===== src/rtl/decode_stage_if.sv =====
// Fetch-side and execute-side handshake bundle for the RV32I decode stage.
// master = fetch/execute environment, slave = decode_stage.
interface decode_stage_if #(
  parameter int XLEN = 32
);
  logic            flush;
  logic            in_valid;
  logic            in_ready;
  logic [31:0]     in_instr;
  logic [XLEN-1:0] in_pc;
  logic            out_valid;
  logic            out_ready;
  logic [XLEN-1:0] out_pc;
  logic [4:0]      out_rs1;
  logic [4:0]      out_rs2;
  logic [4:0]      out_rd;
  logic [6:0]      out_opcode;
  logic [2:0]      out_func3;
  logic [6:0]      out_func7;
  logic [XLEN-1:0] out_imm;
  logic [2:0]      out_fmt;
  logic            out_illegal;

  modport master (
    output flush, in_valid, in_instr, in_pc, out_ready,
    input  in_ready, out_valid, out_pc, out_rs1, out_rs2, out_rd,
           out_opcode, out_func3, out_func7, out_imm, out_fmt, out_illegal
  );

  modport slave (
    input  flush, in_valid, in_instr, in_pc, out_ready,
    output in_ready, out_valid, out_pc, out_rs1, out_rs2, out_rd,
           out_opcode, out_func3, out_func7, out_imm, out_fmt, out_illegal
  );
endinterface


===== src/rtl/decode_stage.sv =====
// Registered RV32I decode stage: field split, immediate generation, format
// classification and illegal detection, behind an optional two-entry skid buffer.
module decode_stage #(
  parameter int XLEN    = 32,
  parameter bit SKID_EN = 1'b1
) (
  input  logic          clk,
  input  logic          rst,
  decode_stage_if.slave bus
);

  typedef enum logic [2:0] {
    FMT_R  = 3'd0,
    FMT_I  = 3'd1,
    FMT_S  = 3'd2,
    FMT_B  = 3'd3,
    FMT_U  = 3'd4,
    FMT_J  = 3'd5,
    FMT_SH = 3'd6
  } fmt_e;

  typedef enum logic [1:0] {EMPTY, FULL, SKID} state_e;

  typedef struct packed {
    logic [XLEN-1:0] pc;
    logic [4:0]      rs1;
    logic [4:0]      rs2;
    logic [4:0]      rd;
    logic [6:0]      opcode;
    logic [2:0]      func3;
    logic [6:0]      func7;
    logic [XLEN-1:0] imm;
    fmt_e            fmt;
    logic            illegal;
  } entry_t;

  logic [31:0] instr;
  logic [6:0]  opcode;
  logic [2:0]  func3;
  logic [6:0]  func7;
  fmt_e        fmt;
  logic        legal;
  logic [31:0] imm32;
  entry_t      dec;

  assign instr  = bus.in_instr;
  assign opcode = instr[6:0];
  assign func3  = instr[14:12];
  assign func7  = instr[31:25];

  // Every listed opcode ends in 2'b11, so a non-32-bit encoding falls to default.
  always_comb begin
    // NOTE: defaults first so every path assigns every output and no latch is inferred.
    fmt   = FMT_R;
    legal = 1'b0;
    case (opcode)
      7'b0110111, 7'b0010111: begin fmt = FMT_U; legal = 1'b1; end
      7'b1101111:             begin fmt = FMT_J; legal = 1'b1; end
      7'b1100111, 7'b0000011,
      7'b0001111, 7'b1110011: begin fmt = FMT_I; legal = 1'b1; end
      7'b0010011: begin
        if (func3 == 3'b001 || func3 == 3'b101) begin
          fmt   = FMT_SH;
          legal = (func7 == 7'b0000000) ||
                  (func7 == 7'b0100000 && func3 == 3'b101);
        end else begin
          fmt   = FMT_I;
          legal = 1'b1;
        end
      end
      7'b1100011: begin fmt = FMT_B; legal = 1'b1; end
      7'b0100011: begin fmt = FMT_S; legal = 1'b1; end
      7'b0110011: begin
        fmt   = FMT_R;
        legal = (func7 == 7'b0000000) || (func7 == 7'b0100000);
      end
      default: ;
    endcase
    if (!legal) fmt = FMT_R;
  end

  always_comb begin
    imm32 = '0;
    case (fmt)
      FMT_I:   imm32 = {{20{instr[31]}}, instr[31:20]};
      FMT_SH:  imm32 = {27'b0, instr[24:20]};
      FMT_S:   imm32 = {{20{instr[31]}}, instr[31:25], instr[11:7]};
      FMT_B:   imm32 = {{19{instr[31]}}, instr[31], instr[7], instr[30:25], instr[11:8], 1'b0};
      FMT_U:   imm32 = {instr[31:12], 12'b0};
      FMT_J:   imm32 = {{11{instr[31]}}, instr[31], instr[19:12], instr[20], instr[30:21], 1'b0};
      default: imm32 = '0;
    endcase
  end

  always_comb begin
    dec         = '0;
    dec.pc      = bus.in_pc;
    dec.rs1     = instr[19:15];
    dec.rs2     = instr[24:20];
    dec.rd      = instr[11:7];
    dec.opcode  = opcode;
    dec.func3   = func3;
    dec.func7   = func7;
    dec.imm     = XLEN'($signed(imm32));
    dec.fmt     = fmt;
    dec.illegal = !legal;
  end

  state_e state, state_n;
  entry_t main_q, skid_q;
  logic   in_ready_q;
  logic   out_valid, in_ready, in_fire, out_fire;
  logic   load_main, load_skid, main_from_skid;

  assign out_valid = (state != EMPTY);
  assign in_ready  = SKID_EN ? in_ready_q : (!out_valid || bus.out_ready);
  assign in_fire   = bus.in_valid && in_ready;
  assign out_fire  = out_valid && bus.out_ready;

  always_comb begin
    state_n        = state;
    load_main      = 1'b0;
    load_skid      = 1'b0;
    main_from_skid = 1'b0;
    case (state)
      EMPTY: if (in_fire) begin state_n = FULL; load_main = 1'b1; end
      FULL: begin
        if (in_fire && out_fire) begin
          load_main = 1'b1;
        end else if (in_fire && SKID_EN) begin
          state_n   = SKID;
          load_skid = 1'b1;
        end else if (out_fire) begin
          state_n = EMPTY;
        end
      end
      SKID: if (out_fire) begin state_n = FULL; main_from_skid = 1'b1; end
      default: state_n = EMPTY;
    endcase
    // Redirect drops everything, including a same-cycle input; data regs keep their contents.
    if (bus.flush) begin
      state_n        = EMPTY;
      load_main      = 1'b0;
      load_skid      = 1'b0;
      main_from_skid = 1'b0;
    end
  end

  always_ff @(posedge clk or posedge rst) begin
    if (rst) begin
      state      <= EMPTY;
      in_ready_q <= 1'b1;
      // NOTE: the data entries are reset as well because out_* must read zero during reset.
      main_q     <= '0;
      skid_q     <= '0;
    end else begin
      // NOTE: non-blocking assignments so every register samples pre-edge values.
      state      <= state_n;
      in_ready_q <= (state_n != SKID);
      if (load_main)           main_q <= dec;
      else if (main_from_skid) main_q <= skid_q;
      if (load_skid)           skid_q <= dec;
    end
  end

  assign bus.in_ready    = in_ready;
  assign bus.out_valid   = out_valid;
  assign bus.out_pc      = main_q.pc;
  assign bus.out_rs1     = main_q.rs1;
  assign bus.out_rs2     = main_q.rs2;
  assign bus.out_rd      = main_q.rd;
  assign bus.out_opcode  = main_q.opcode;
  assign bus.out_func3   = main_q.func3;
  assign bus.out_func7   = main_q.func7;
  assign bus.out_imm     = main_q.imm;
  assign bus.out_fmt     = main_q.fmt;
  assign bus.out_illegal = main_q.illegal;

endmodule


===== src/flat_wrapper.sv =====
// flat-port wrapper written by rule: the top's interface ports become plain ports
module decode_stage_flat 
#(
  parameter int XLEN    = 32,
  parameter bit SKID_EN = 1'b1
)
  (clk, rst, bus_flush, bus_in_valid, bus_in_instr, bus_in_pc, bus_out_ready, bus_in_ready, bus_out_valid, bus_out_pc, bus_out_rs1, bus_out_rs2, bus_out_rd, bus_out_opcode, bus_out_func3, bus_out_func7, bus_out_imm, bus_out_fmt, bus_out_illegal);
  decode_stage_if #(.XLEN(XLEN)) bus_i ();
  input  logic clk;
  input  logic rst;
  input wire logic [$bits(bus_i.flush)-1:0] bus_flush;
  input wire logic [$bits(bus_i.in_valid)-1:0] bus_in_valid;
  input wire logic [$bits(bus_i.in_instr)-1:0] bus_in_instr;
  input wire logic [$bits(bus_i.in_pc)-1:0] bus_in_pc;
  input wire logic [$bits(bus_i.out_ready)-1:0] bus_out_ready;
  output wire logic [$bits(bus_i.in_ready)-1:0] bus_in_ready;
  output wire logic [$bits(bus_i.out_valid)-1:0] bus_out_valid;
  output wire logic [$bits(bus_i.out_pc)-1:0] bus_out_pc;
  output wire logic [$bits(bus_i.out_rs1)-1:0] bus_out_rs1;
  output wire logic [$bits(bus_i.out_rs2)-1:0] bus_out_rs2;
  output wire logic [$bits(bus_i.out_rd)-1:0] bus_out_rd;
  output wire logic [$bits(bus_i.out_opcode)-1:0] bus_out_opcode;
  output wire logic [$bits(bus_i.out_func3)-1:0] bus_out_func3;
  output wire logic [$bits(bus_i.out_func7)-1:0] bus_out_func7;
  output wire logic [$bits(bus_i.out_imm)-1:0] bus_out_imm;
  output wire logic [$bits(bus_i.out_fmt)-1:0] bus_out_fmt;
  output wire logic [$bits(bus_i.out_illegal)-1:0] bus_out_illegal;
  assign bus_i.flush = bus_flush;
  assign bus_i.in_valid = bus_in_valid;
  assign bus_i.in_instr = bus_in_instr;
  assign bus_i.in_pc = bus_in_pc;
  assign bus_i.out_ready = bus_out_ready;
  assign bus_in_ready = bus_i.in_ready;
  assign bus_out_valid = bus_i.out_valid;
  assign bus_out_pc = bus_i.out_pc;
  assign bus_out_rs1 = bus_i.out_rs1;
  assign bus_out_rs2 = bus_i.out_rs2;
  assign bus_out_rd = bus_i.out_rd;
  assign bus_out_opcode = bus_i.out_opcode;
  assign bus_out_func3 = bus_i.out_func3;
  assign bus_out_func7 = bus_i.out_func7;
  assign bus_out_imm = bus_i.out_imm;
  assign bus_out_fmt = bus_i.out_fmt;
  assign bus_out_illegal = bus_i.out_illegal;
  decode_stage #(.XLEN(XLEN), .SKID_EN(SKID_EN)) u_core (.clk(clk), .rst(rst), .bus(bus_i));
endmodule

===== config.mk =====
export PLATFORM = sky130hd
export DESIGN_NAME = decode_stage_flat
export DESIGN_NICKNAME = d
export VERILOG_FILES = /design/src/rtl/decode_stage_if.sv /design/src/rtl/decode_stage.sv /design/src/flat_wrapper.sv
export SDC_FILE = /design/constraint.sdc
export NUM_CORES = 1
export LEC_CHECK = 0
export ABC_AREA = 1
export BUFFER_PORTS_ARGS = -buffer_cell sky130_fd_sc_hd__buf_2
export CORE_UTILIZATION = 36
export DETAILED_ROUTE_END_ITERATION = 10
export RECOVER_POWER = 100
export SYNTH_ARGS = -nofsm -noshare
export SYNTH_HDL_FRONTEND = slang
export SYNTH_SLANG_ARGS = --single-unit

===== constraint.sdc =====
create_clock -name clk -period 5.28 [get_ports clk]
set_input_delay 0.264 -clock clk [delete_from_list [all_inputs] [get_ports clk]]
set_output_delay 0.264 -clock clk [all_outputs]
set_load 0.02 [all_outputs]

=== Word level (Yosys, flattened, before mapping) ===
Cells that the tools add are included.

* Register bits: 203
* Memories: 0
* Bits in read-only memories: 0
* Output and inout bits: 102
* RAM bits: 0
* Bits of input ports: 69
* Latch bits: 0
* Word-level logic and storage cells: 85

* Bitwise logic cells: 0
* Divide/modulo/power cells: 0
* $lt $le $gt $ge: 0
* Muxes and demuxes: 25
* Shift-type cells: 0
* Multiply operators: 0
* Equal/unequal tests: 23
* Add/sub/neg operators: 0
* Reductions and logical operators: 15

{| class="wikitable"
|+ Operator list
! kind !! count
|-
| $mux W100 || 2
|-
| $pmux W32 S6 || 1
|-
| $eq A7 B6 Y1 const B || 4
|-
| $eq A7 B7 Y1 const B || 4
|-
| $pmux W3 S6 || 1
|-
| $eq A7 B5 Y1 const B || 2
|-
| $eq A3 B3 Y1 const B || 4
|-
| $mux W2 || 6
|-
| $mux W1 || 10
|-
| $reduce_or A9 Y1 || 1
|-
| $eq A7 B2 Y1 const B || 1
|-
| $eq A7 B4 Y1 const B || 1
|-
| $logic_not A7 Y1 || 1
|-
| $eq A3 B1 Y1 const B || 2
|-
| $eq A3 B2 Y1 const B || 2
|-
| $mux W3 || 2
|-
| $pmux W2 S3 || 1
|-
| $logic_and A1 B1 Y1 || 4
|-
| $reduce_bool A2 Y1 || 2
|-
| $reduce_or A4 Y1 || 1
|-
| $logic_or A1 B1 Y1 || 3
|-
| $pmux W1 S3 || 1
|-
| $eq A2 B1 Y1 const B || 1
|-
| $eq A2 B2 Y1 const B || 1
|-
| other kinds (5) || 5
|}

=== Logic depth before layout (Yosys ltp) ===
Gate-level depths: netlist (run 1).

* Depth after elaboration: 9
* Depth in mapped cells: 14
* Mapped depth without buffers: 13

=== Least setup slack after synthesis (run 1) ===
OpenSTA, ideal clock, no wires.

* Path kind: register -> register
* Start point: reg u_core.in_ready_q (netlist: u_core.bus.in_ready)
* End point: reg u_core.main_q, in the netlist u_core.bus.out_imm[7]
* Required time: 5.145 ns
* Clock period less this slack: 1.749 ns
* Path slack: 3.531 ns
* Buffers on the path: 2
* Library setup time: 0.135 ns
* Arrival time: 1.614 ns
* Cell stages (with the launch flop): 10
* Cell sequence: dfstp_2 > nand2_1 > nor3_1 > nand2_1 > buf_2 > nand2_1 > inv_2 > buf_2 > nand2_1 > o211ai_1

* Word-level cells in the longest chain between the ends: 6
* Elaborated cells between the ends (all ways): 8
* Classes of those cells: mux (5); reduce/logical (3)

{| class="wikitable"
|+ Ends and longest elaborated chain
! element !! RTL line !! RTL
|-
| start: declaration || decode_stage.sv:111 || <nowiki>logic in_ready_q;</nowiki>
|-
| start signal: assignment || decode_stage.sv:159 || <nowiki>in_ready_q <= (state_n != SKID);</nowiki>
|-
| $logic_and A1 B1 Y1 * || decode_stage.sv:117 || <nowiki>assign in_fire = bus.in_valid && in_ready;</nowiki>
|-
| $logic_and A1 B1 Y1 || decode_stage.sv:128 || <nowiki>if (in_fire && out_fire) begin</nowiki>
|-
| $mux W1 || decode_stage.sv:128 ||
|-
| $pmux W1 S2 * || decode_stage.sv:125 || <nowiki>case (state)</nowiki>
|-
| $mux W1 * || decode_stage.sv:141 || <nowiki>if (bus.flush) begin</nowiki>
|-
| $mux W100 / $reduce_bool A2 Y1 (equally long branches) || n/a ||
|-
| end signal: assignment || decode_stage.sv:161 || <nowiki>else if (main_from_skid) main_q <= skid_q;</nowiki>
|-
| end: declaration || decode_stage.sv:110 || <nowiki>entry_t main_q, skid_q;</nowiki>
|}

Mark *: on every way between the ends. The rest lies on a longest branch, timed or not.
A chain may end at the register's enable or synchronous reset.

==> results.md, run 1 <==
- The critical setup path kind is input pin to async pin.
- The kind of path behind the tightest hold check is input pin to flip-flop.
- The worst ir drop on vdd is 0.222 mV.
- Global routing used about 27% of the available met1 tracks.
- The Yosys step of the flow raised 0 warnings.
- Input and output buffers added on the ports amount to between 150 and 200.
- When the netlist entered floorplanning its net count stood at 1147.
- The final reports fail on max-capacitance violations, max-slew violations.
- The number of different library cells used by synthesis comes to 30.
- The via count of the first global-routing pass is between 7000 and 8000.
- The endpoint of the worst hold-timing path is u_core.skid_q[81].
- The finished layout holds 1583 standard cells, fillers aside.
- At the end of the flow the core is filled with cells to roughly 45%.
- The leakage power summed over all cells is between 5 and 6 nW.
- The internal power is about 3.1 mW.
- Summed over all nets, the half-perimeter wirelength after detailed placement is about 16000 um.
- The final hold violation count is 0.
- In this run, synthesis produced a sequential element count of between 200 and 250.
- The setup TNS after final layout is 0 ns.
- The count of final max-slew check failures is 240.
- The final-layout fill cell count is 2479.
- The depth of the CTS H-tree is 1.
- Yosys instantiated no cell more often than nand2_1.
- The die area is ~26000 sq um.
- The core area is 24500 sq um.
- The number of buffers added by the clock tree synthesis step is 24.
- In this run the critical register-to-register path is launched from u_core.state[0].
- The final route contains between 7000 and 8000 vias.
- The initial antenna violation count is 7.
- The proportion of layout cells with a drive suffix above 1 is roughly 12%.
- The number of core rows is 57.
- Counting flops with a built-in enable in the synthesized netlist gives 0.
- The clock sink count is 203.
- After clock tree synthesis, the clock-pin slew on the worst setup and hold paths is approximately 0.06 ns.
- The pin count of the biggest net entering global routing is 180.
- Prior to clock tree synthesis, the placed netlist has a worst setup slack of ~2.1 ns.
- The mean cell area of the mapped netlist is roughly 8.4 sq um.
- The arrival time at the worst endpoint is ~3.7 ns.
- The largest fanout on the critical path is around 180.
- From synthesis to final layout, the design area changed by 20.5%.
- Dividing the detail-routed wire length by the instance count gives between 15 and 20 um.
- The startpoint identified for the worst hold timing path is bus_in_pc[13].
- For met2 alone, demand over resource in global routing was 30.0%.
- Setup repair after global routing left no endpoint under its margin.
- The worst reg-to-reg setup slack is 1.73 ns.
- The required time at the worst-slack endpoint is 5.34 ns.
- Ranked by instance count, the synthesized netlist is headed by nand2_1 (400), dfrtp_1 (202), inv_1 (106).
- The cell at the root of the clock tree is clkbuf_16.
- The die is approximately 160 um tall.
- The first detailed-routing pass ran for 5 iterations.
- Including well taps, the total number of placed cells is around 1500.
- For this design the ratio of total power to cell area is 415 nW/um^2.
- The worst hold-check slack is around 0.025 ns.
- Measured in cells, the most critical reg-to-reg path has a length of 10.
- By area the synthesized netlist is led by dfrtp_1 (56%), nand2_1 (17%), o211ai_1 (5.8%).
- The busiest metal layer after global routing is met2.
- The time the worst path needs with I/O delays and setup is 3.67 ns.
- The residual antenna-violating net count after detailed routing is 0.
- The routed design has around 25000 um of wire.
- Max-cap violations in this run came to 2.
- The element type at the critical path end is an async pin.
- For the pin with the worst max-slew slack, the measured transition is approximately 2.5 ns.
- Combinational logic burns between 15 and 20% of the power.
- For this run, asynchronously set or reset flops after synthesis account for 100%.
- The maximum clock skew at final layout is 0.0163 ns.
- The library cell occupying the most area in the post-synthesis netlist is dfrtp_1.
- The worst pin sits at a relative slew slack of -69.5%.
- The dominant register cell in the synthesized netlist is dfrtp_1.
- The post-cts resize count is 0.
- The first-pass GRT wire length is between 40000 and 50000 um.
- In the final design database the tool counted roughly 1300 nets.
- The routed via count divided by cell count is about 5.
- Of the synthesized area, sequential elements account for 56.2%.
- The endpoint identified for the worst register-to-register timing path is u_core.bus.out_opcode[2].
- After synthesis the cells add up to 9040 sq um.
- The worst path uses slightly below 70% of the clock period.
- The count of cells along the worst hold path is 3.
- The clock tree buffer depth is 3.
- Setup violations remaining at the end of the flow were counted as 0.
- The DRC marker count from the first detailed-route iteration is about 520.
- The register share of total power is a little under half.
- The run finished, with violations left.
- For this design the total switching power over the nets is around 1.4 mW.
- Routability-driven placement finished with a final weighted congestion of 0.823.
- After technology mapping, the gate count stands at between 1000 and 1500.
- approximately 170 I/O pins were placed.
- The starting density of the core is around 37%.
- In this run switching power makes up a little under a third of total power.
- The peak clock frequency supported by timing is approximately 270 MHz.
- The latest clock arrival within the worst-skew pair is around 0.52 ns.
- The post-layout worst setup margin is 1.61 ns.
- The residual DRC count is 0.
- The floorplan step set the die width to about 160 um.
- The clock network is responsible for 34.6% of the overall power.
- Global routing finished with a remaining overflow of 0.
- In the global route stage, met3 resource usage came out at 5.14%.
- The global-route usage over all layers is 19.7%.
- In this run the biggest area consumer among cell types represents between 50% and 60% of the synthesized area.
- STA classifies the critical path startpoint as an input pin.
- TritonCTS built the clock tree.
kinds of logic after synthesis:
logic type	synth area share, %
compound gates	14.2
buf+inv	7.63
flops	56.2
simple gates	22.0
power by group through the flow:
stage / clock (mW) / combinational (mW) / sequential (mW)
floorplan: 0 / 0.411 / 2.25
global placement: 0 / 0.921 / 2.08
detailed placement: 0 / 0.939 / 2.08
CTS: 1.60 / 0.950 / 2.06
global route: 1.66 / 1.01 / 2.11
finish: 1.56 / 0.890 / 2.07
cells in the final DEF, fill, tap and decap left out, types with 2 or more instances in the layout:
| cell | synthesis | layout |
|---|---|---|
| nor2_4 | 2 | 2 |
| nor2_2 | 12 | 12 |
| clkinv_2 | 0 | 5 |
| nor2_1 | 19 | 19 |
| dlygate4sd3_1 | 0 | 16 |
| o21ai_0 | 101 | 110 |
| inv_1 | 106 | 105 |
| diode_2 | 0 | 3 |
| nand2_2 | 5 | 5 |
| dfrtp_1 | 202 | 202 |
| clkbuf_16 | 0 | 25 |
| nand2_1 | 400 | 400 |
| clkbuf_8 | 0 | 4 |
| o31ai_1 | 6 | 6 |
| buf_2 | 20 | 68 |
| a21oi_1 | 12 | 12 |
| nand3_1 | 35 | 35 |
| o22ai_1 | 6 | 6 |
| nand4_1 | 11 | 11 |
| o211ai_1 | 70 | 70 |
| clkbuf_1 | 34 | 111 |
| inv_2 | 9 | 9 |
| buf_4 | 0 | 5 |
| o21ai_1 | 12 | 3 |
cell type report:
cell class                      count  area, sq um  area share (%)
Antenna cell                        3         7.51          0.0689
Clock buffer                       37          711            6.52
Clock inverter                      6         33.8           0.310
Inverter                          115          433            3.97
Multi-Input combinational cell    701         3280            30.2
Sequential cell                   203         5080            46.6
Tap cell                          324          405            3.72
Timing Repair Buffer              194          937            8.60
sequential cells by signal (all words and copies together) (netlist names), 5 cells and up:
signal,flops
u_core.bus.out_rs2,5
u_core.bus.out_func7,7
u_core.bus.out_pc,32
u_core.bus.out_opcode,7
u_core.skid_q,100
u_core.bus.out_imm,32
u_core.bus.out_rs1,5
u_core.bus.out_rd,5
worst max path at each step:
stage	from	to	slack [ns]	depth (start not counted)
after floorplan	rst	u_core.bus.out_fmt[0]	2.39	1
after global placement	u_core.state[0]	u_core.bus.out_opcode[3]	2.20	10
after detailed placement	u_core.state[0]	u_core.bus.out_rd[3]	2.14	10
after CTS	u_core.state[0]	u_core.bus.out_func3[1]	2.12	10
after global routing	rst	u_core.skid_q[91]	0.95	4
final	rst	u_core.skid_q[93]	1.61	4
worst max-delay path: stages:
cell and delay, ns:
dlygate4sd3_1 0.53, buf_2 0.12, clkinvlp_2 0.66, clkbuf_4 1.80
timing repair:
item | CTS | global route
hold buffers | 16 | 0
endpoints found under the hold margin | 43 | 0
buffers inserted | 0 | 0
routing by layer:
layer | vias to the layer above | share of wire (%)
li1 | 3796 | -
met1 | 3666 | 45
met2 | 241 | 45
met3 | 48 | 7.4
met4 | 8 | 2.9
met5 | - | 0.23
stage by stage:
step / total power [mW] / cell area, sq um
2_1_floorplan: 2.67 / 9040
3_3_place_gp: 3.00 / 10100
3_5_place_dp: 3.02 / 10100
4_1_cts: 4.61 / 11000
5_1_grt: 4.77 / 10900
6_report: 4.52 / 10900
Note: power is estimated with default switching activity, not from simulation.
==> run 2, diff against run 1 <==
Clock period 5.28 ns to 3.8 ns, I/O delays scaled along.
==> run 2 against run 1 <==
  * The flow now finishes without violations
  * Worst setup slack worse by 0.67 ns
  * Routed wire length down 0.31%
  * Core utilization grew 1.7 points
  * Non-clock buffer count grew 33
  * Worst hold slack lost 0.015 ns
  * Final cell count rose by 2.1%
  * Via count is 0.54% higher
  * Global-route usage up 0.086 points
  * Final area grew 3.7%
  * Sequential power rose by 38%
  * Register-to-register slack got worse by 0.79 ns
==> results.md, run 2 (synthesis gave the netlist of run 1 again) <==
- Outcome: completed (was finished with violations).
- The I/O pin count was 171 (unchanged).
- The slowest cell on the critical path is clkbuf_2 (was clkbuf_4).
- The post-cts resize count was 0 (unchanged).
- Top library cells by usage in the layout, fill and taps aside: nand2_1 (400), dfrtp_1 (202), clkbuf_1 (108), inv_1 (107), o21ai_0 (106) (was nand2_1 (400), dfrtp_1 (202), clkbuf_1 (111), o21ai_0 (110), inv_1 (105)).
- The cell at the root of the clock tree was clkbuf_16 (unchanged).
- The worst ir drop on vdd was 0.352 mV (was 0.222 mV).
- The element type at the critical path start is a flip-flop (was input pin).
- The area of placed instances is 10200 sq um (was 10100 sq um).
- The clock slew seen by the registers of the worst setup and hold paths is 0.06 ns (about the same).
- The die area was 25800 sq um (unchanged).
- The largest fanout on the critical path is 45 (was 179).
- The core area is 24500 sq um (unchanged).
- The register ranked first by flip-flop count was u_core.skid_q (unchanged).
- The start point of the critical path was u_core.state[0] (was rst).
- The critical setup path kind is flip-flop to flip-flop (was input pin to async pin).
- The count of final max-slew check failures is 0 (was 240).
- The detailed-route wire length per cell is 15.6 um (was 15.9 um).
- The area of all sequential standard cells is 5080 sq um (unchanged).
- The power dissipated by switching net loads came to 1.98 mW (was 1.43 mW).
- The final count of negative-setup-slack endpoints was 0 (unchanged).
- The depth of the CTS H-tree is 1 (unchanged).
- The final hold violation count is 0 (unchanged).
- The number of nets in the final layout came to 1340 (was 1308).
- The number of flip-flops under the largest register name is 100 (unchanged).
- The TritonCTS clock tree is done (unchanged).
- The arrival time at the worst endpoint came to 3.28 ns (was 3.73 ns).
- The global-route usage over all layers is 19.8% (was 19.7%).
- The source of the worst hold timing path is bus_in_instr[12] (was bus_in_pc[13]).
- The starting density of the core is 37.0% (unchanged).
- The die extent in x was 160 um (unchanged).
- The number of placed instances with taps included came to 1525 (was 1521).
- The via count is 7801 (was 7759).
- The required time at the worst-slack endpoint is 4.22 ns (was 5.34 ns).
- The first-pass GRT wire length came to 41000 um (was 40300 um).
- The number of cells traversed by the worst register-to-register path was 11 (was 10).
- The final global-route overflow total is 0 (unchanged).
- The area growth from synthesis to final layout is 25.0% (was 20.5%).
- The number of buffer cells added on primary ports is 170 (unchanged).
- The element type at the critical path end is a flip-flop (was async pin).
- The worst slew margin relative to its limit was 28.1% (was -69.5%).
- The worst hold-check slack was 0.0106 ns (was 0.0253 ns).
- The worst setup path endpoint was u_core.bus.out_illegal (was u_core.skid_q[93]).
- The fraction of the cycle the final worst path needs is roughly 75%.
- The power share of the combinational group came to 19.3% (was 19.7%).
- For this run, the top clock speed supported by timing is 350 MHz.
- RSZ-0062 raised after global routing: no (unchanged).
- The HPWL after detailed placement is 16300 um (about the same).
- The setup TNS after final layout came to 0 ns (unchanged).
- The routed via count divided by cell count was 4.83 (was 4.90).
- The number of buffers added by the clock tree synthesis step came to 23 (was 24).
- The pin count of the biggest net entering global routing is 115 (was 180).
- The final-layout fill cell count was 2458 (was 2479).
- The cell area after layout is 11300 sq um (was 10900 sq um).
- The clock tree buffer depth is 3 (unchanged).
- The proportion of layout cells with a drive suffix above 1 was 10.5% (was 11.5%).
- Subtracting the final worst setup slack from the clock period gives 2.86 ns.
- Critical-path cell list: nor2_1, inv_1, nand2_1, nand2_1, nand2_1, buf_4, nand2_1, clkinv_1, clkbuf_2, nand2_1, o211ai_1 (was dlygate4sd3_1, buf_2, clkinvlp_2, clkbuf_4).
- The total of max-cap violations is 0 (was 2).
- The number of core rows is 57 (unchanged).
- The clock sink count is 203 (unchanged).
- The switching part of the total is 30.4% (was 31.7%).
- The residual antenna-violating net count after detailed routing is 0 (unchanged).
- The maximum clock skew at final layout was 0.0117 ns (was 0.0163 ns).
- The kind of path behind the tightest hold check is input pin to flip-flop (unchanged).
- The register share of total power is 43.9% (was 45.7%).
- The capturing point of the worst reg2reg path is u_core.bus.out_illegal (was u_core.bus.out_opcode[2]).
- The y dimension of the die is 160 um (unchanged).
- The worst reg-to-reg setup slack came to 0.94 ns (was 1.73 ns).
- The leading cell type in the layout, fill and taps excluded was nand2_1 (unchanged).
- The via count of the first global-routing pass was 7630 (was 7383).
- The area of the multi-input gates is 3250 sq um (was 3280 sq um).
- By instance count, the cell type seen most on the critical path is nand2_1.
- The pin slew with the least headroom to its limit is 1.08 ns (was 2.54 ns).
- The leakage power summed over all cells was 5.45 nW (was 5.28 nW).
- The final instance count without filler cells is 1616 (was 1583).
- The initial antenna violation count is 7 (unchanged).
- The ratio of total power to cell area is 577 nW/um^2 (was 415 nW/um^2).
- The internal power was 4.54 mW (was 3.09 mW).
- The DRC marker count from the first detailed-route iteration is 546 (was 524).
- The number of cells on the critical path was 11 (was 4).
- The final weighted congestion in routability-driven placement is 0.849 (was 0.823).
- The top cell family by delay on the critical path is buffers and inverters (unchanged).
- The startpoint of the lowest-slack register-to-register path is u_core.state[0] (unchanged).
- The maximum cell stage delay along the critical path was 0.76 ns (was 1.80 ns).
- The number of buffers and inverters on the critical path is 4 (unchanged).
- The latest clock arrival within the worst-skew pair was 0.51 ns (was 0.52 ns).
- The part of the total power dissipated in the clock network is 36.8% (was 34.6%).
- The total wire length after detailed routing is 25100 um (was 25200 um).
- The residual DRC count is 0 (unchanged).
- The detailed-routing iteration count for the pre-antenna-repair pass came to 5 (unchanged).
## run 2: timing repair
item | in CTS | in global routing
endpoints found under the hold margin | 242 | 0
hold buffers | 45 | 0
buffers inserted | 0 | 0
## run 2: tightest hold or removal path, cell delays in order
cell	delay, ns
buf_2	0.13
inv_1	0.06
o21ai_0	0.08
## run 2: worst min path at each step
stage / to / cells after the start
after global routing: u_core.skid_q[43] / 3
after global placement: u_core.skid_q[97] / 3
final: u_core.skid_q[43] / 3
after CTS: u_core.bus.out_func7[6] / 3
after floorplan: u_core.skid_q[46] / 2
after detailed placement: u_core.skid_q[87] / 3
## run 2: final cells by class
cell class                      instances  share of cell area [%]
Clock inverter                          8                    1.33
Timing Repair Buffer                  227                    11.4
Inverter                              115                    3.83
Multi-Input combinational cell        701                    28.8
Tap cell                              324                    3.59
Clock buffer                           34                    5.99
Antenna cell                            4                  0.0886
Sequential cell                       203                    45.0
## run 2: stage by stage
| stage | power (mW) | setup WS [ns] | util, % |
|---|---|---|---|
| 3_3_place_gp | 4.17 | 1.34 | 41.6 |
| 4_1_cts | 6.67 | 1.30 | 46.9 |
| 5_1_grt | 6.88 | 0.638 | 46.2 |
| 6_report | 6.52 | 0.941 | 46.2 |
| 3_5_place_dp | 4.20 | 1.30 | 41.6 |
| 2_1_floorplan | 3.70 | 0.981 | - |
## run 2: power by group through the flow
stage	clock, mW	sequential [mW]	combinational, mW
after CTS	2.46	2.86	1.35
after floorplan	0	3.13	0.571
final	2.40	2.86	1.26
after detailed placement	0	2.89	1.31
after global placement	0	2.89	1.28
after global routing	2.53	2.92	1.43
## run 2: layer usage
metal / vias to the layer above / global-route usage (%) / wire (um)
li1: 3864 / - / -
met1: 3694 / 27.1 / 11500
met2: 196 / 31.4 / 11600
met3: 41 / 4.62 / 1570
met4: 6 / 4.94 / 483
met5: - / 0 / 41
==> run 3, diff against run 2 <==
Clock period 3.8 ns to 2.35 ns, I/O delays scaled along.
==> run 3 against run 2 <==
  * Worst setup slack worse by 0.75 ns
  * Core utilization up 1.0 points
  * Sequential share of layout area down 0.97 points
  * Global-route usage up 0.44 points
  * Clock skew about the same
  * Sequential power up 63%
  * Worst hold slack better by 0.0075 ns
  * Maximum frequency up 32%
  * Critical path depth down 2
  * First-iteration DRC count down 3.8%
  * Total power up 59%
  * Combinational power up 65%
  * Critical endpoint is now u_core.bus.out_fmt[1]
==> results.md, run 3 (synthesis gave the netlist of run 1 again) <==
- The pin slew with the least headroom to its limit is 1.11 ns (was 1.08 ns).
- The y dimension of the die is 160 um (unchanged).
- The peak clock frequency supported by timing was 463 MHz (was 350 MHz).
- The area of placed instances is 10300 sq um (was 10200 sq um).
- The leakage power summed over all cells is 5.58 nW (was 5.45 nW).
- The proportion of layout cells with a drive suffix above 1 is 12.3% (was 10.5%).
- The final hold violation count was 0 (unchanged).
- The cell area after layout came to 11500 sq um (was 11300 sq um).
- The detailed-routing iteration count for the pre-antenna-repair pass is 4 (was 5).
- The critical setup path kind is flip-flop to flip-flop (unchanged).
- The clock slew seen by the registers of the worst setup and hold paths is 0.06 ns (about the same).
- The core area was 24500 sq um (unchanged).
- The cell at the root of the clock tree is clkbuf_16 (unchanged).
- The top cell family by delay on the critical path is buffers and inverters (unchanged).
- The area growth from synthesis to final layout came to 27.7% (was 25.0%).
- The post-cts resize count is 0 (unchanged).
- The final-layout fill cell count is 2455 (was 2458).
- The DRC marker count from the first detailed-route iteration was 525 (was 546).
- The initial antenna violation count is 2 (was 7).
- The start point of the critical path is u_core.bus.in_ready (was u_core.state[0]).
- The final global-route overflow total is 0 (unchanged).
- The ratio of total power to cell area is 898 nW/um^2 (was 577 nW/um^2).
- The number of buffer cells added on primary ports is 170 (unchanged).
- The first-pass GRT wire length is 41900 um (was 41000 um).
- The total wire length after detailed routing is 25600 um (was 25100 um).
- The TritonCTS clock tree is done (unchanged).
- The element type at the critical path start is a flip-flop (unchanged).
- The pin count of the biggest net entering global routing is 91 (was 115).
- The number of cells on the critical path came to 9 (was 11).
- The number of cells traversed by the worst register-to-register path is 9 (was 11).
- The number of buffers added by the clock tree synthesis step came to 24 (was 23).
- The via count of the first global-routing pass came to 7903 (was 7630).
- The startpoint of the lowest-slack register-to-register path is u_core.bus.in_ready (was u_core.state[0]).
- The starting density of the core is 37.0% (unchanged).
- The source of the worst hold timing path is bus_in_instr[5] (was bus_in_instr[12]).
- The required time at the worst-slack endpoint is 2.73 ns (was 4.22 ns).
- The kind of path behind the tightest hold check is input pin to flip-flop (unchanged).
- The number of core rows is 57 (unchanged).
- The residual DRC count is 0 (unchanged).
- The maximum clock skew at final layout is 0.0114 ns (was 0.0117 ns).
- The I/O pin count is 171 (unchanged).
- The residual antenna-violating net count after detailed routing is 0 (unchanged).
- The latest clock arrival within the worst-skew pair was 0.52 ns (was 0.51 ns).
- The clock tree buffer depth is 3 (unchanged).
- The count of cells along the worst hold path is 3 (unchanged).
- The depth of the CTS H-tree is 1 (unchanged).
- The HPWL after detailed placement is 16800 um (was 16300 um).
- The arrival time at the worst endpoint was 2.54 ns (was 3.28 ns).
- The fraction of the cycle the final worst path needs is 91.8% (was 75.2%).
- The register ranked first by flip-flop count is u_core.skid_q (unchanged).
- The clock sink count is 203 (unchanged).
- The worst ir drop on vdd is 0.489 mV (was 0.352 mV).
- RSZ-0062 raised after global routing: no (unchanged).
- The final core utilization is 47.2% (was 46.2%).
- The detailed-route wire length per cell is 15.6 um (about the same).
- The slowest cell on the critical path is dfstp_1 (was clkbuf_2).
- The total of max-cap violations is 0 (unchanged).
- The time the worst path needs with I/O delays and setup was 2.16 ns (was 2.86 ns).
- The number of nets in the final layout is 1372 (was 1340).
- The library cell appearing most often on the critical path was nand2_1 (unchanged).
- The die area is 25800 sq um (unchanged).
- Top library cells by usage in the layout, fill and taps aside: nand2_1 (399), dfrtp_1 (202), o21ai_0 (107), inv_1 (106), clkbuf_1 (106) (was nand2_1 (400), dfrtp_1 (202), clkbuf_1 (108), inv_1 (107), o21ai_0 (106)).
- Critical-path cell list: nand2_1, nor3_1, clkbuf_1, nand2_2, nand2_1, inv_2, buf_12, nand2_1, o211ai_1 (was nor2_1, inv_1, nand2_1, nand2_1, nand2_1, buf_4, nand2_1, clkinv_1, clkbuf_2, nand2_1, o211ai_1).
- The area of all sequential standard cells is 5080 sq um (unchanged).
- The via count is 8016 (was 7801).
- The number of buffers inserted by post-CTS setup repair is 0 (unchanged).
- The total power is 10.4 mW (was 6.52 mW).
- The worst slew margin relative to its limit came to 25.7% (was 28.1%).
- The final count of negative-setup-slack endpoints was 0 (unchanged).
- The element type at the critical path end is a flip-flop (unchanged).
- The routed via count divided by cell count is 4.87 (was 4.83).
- Outcome: completed (unchanged).
- The number of flip-flops under the largest register name is 100 (unchanged).
- The die extent in x is 160 um (unchanged).
- The global-route usage over all layers is 20.2% (was 19.8%).
- The number of buffers inserted for hold repair after clock tree synthesis is 66 (was 45).
- The leading cell type in the layout, fill and taps excluded is nand2_1 (unchanged).
- The number of buffers and inverters on the critical path was 3 (was 4).
- The maximum cell stage delay along the critical path is 0.52 ns (was 0.76 ns).
- The area of the multi-input gates was 3280 sq um (was 3250 sq um).
- The worst hold-check slack came to 0.0181 ns (was 0.0106 ns).
- The largest fanout on the critical path is 39 (was 45).
- The count of final max-slew check failures is 0 (unchanged).
- The final weighted congestion in routability-driven placement is 0.836 (was 0.849).
run 3: worst min-delay path, delay by kind of cell:
kind / cells / cell delay [ns]
compound gates: 1 / 0.10
buf+inv: 2 / 0.26
run 3: path summary, 6_finish.rpt:
path	endpoint	slack, ns
hold reg to reg	u_core.skid_q[6]	0.48
hold / removal	u_core.skid_q[51]	0.02
setup reg to reg	u_core.bus.out_fmt[1]	0.19
max in group asynchronous	u_core.skid_q[53]	0.44
setup / recovery	u_core.bus.out_fmt[1]	0.19
min in group asynchronous	u_core.bus.out_pc[12]	0.28
run 3: final cells by class:
cell class,count,share of cell area [%]
Clock buffer,30,5.84
Multi-Input combinational cell,701,28.4
Sequential cell,203,44.0
Inverter,115,3.75
Timing Repair Buffer,258,13.6
Antenna cell,1,0.0217
Clock inverter,13,0.899
Tap cell,324,3.51
run 3: power breakdown:
group	internal [mW]	switching [mW]	total, mW
clock	2.15	1.49	3.64
combinational	0.696	1.39	2.08
sequential	4.24	0.404	4.65
total	7.09	3.28	10.4
run 3: through the flow:
step | TNS (ns) | std cells | worst slack (ns)
floorplan | -80.19 | 1078 | -0.397
global placement | 0 | 1535 | 0.300
detailed placement | 0 | 1535 | 0.236
CTS | 0 | 1644 | 0.223
global route | 0 | 1645 | 0.0341
finish | 0 | 1645 | 0.192
run 3: per-layer routing:
layer  part of all wire, %  up-vias  GRT usage [%]
met5                 0.051        -              0
met2                    45      215           31.8
met1                    45     3826           27.3
met4                   3.7        2           7.84
met3                   6.1       51           4.21
li1                      -     3922              -
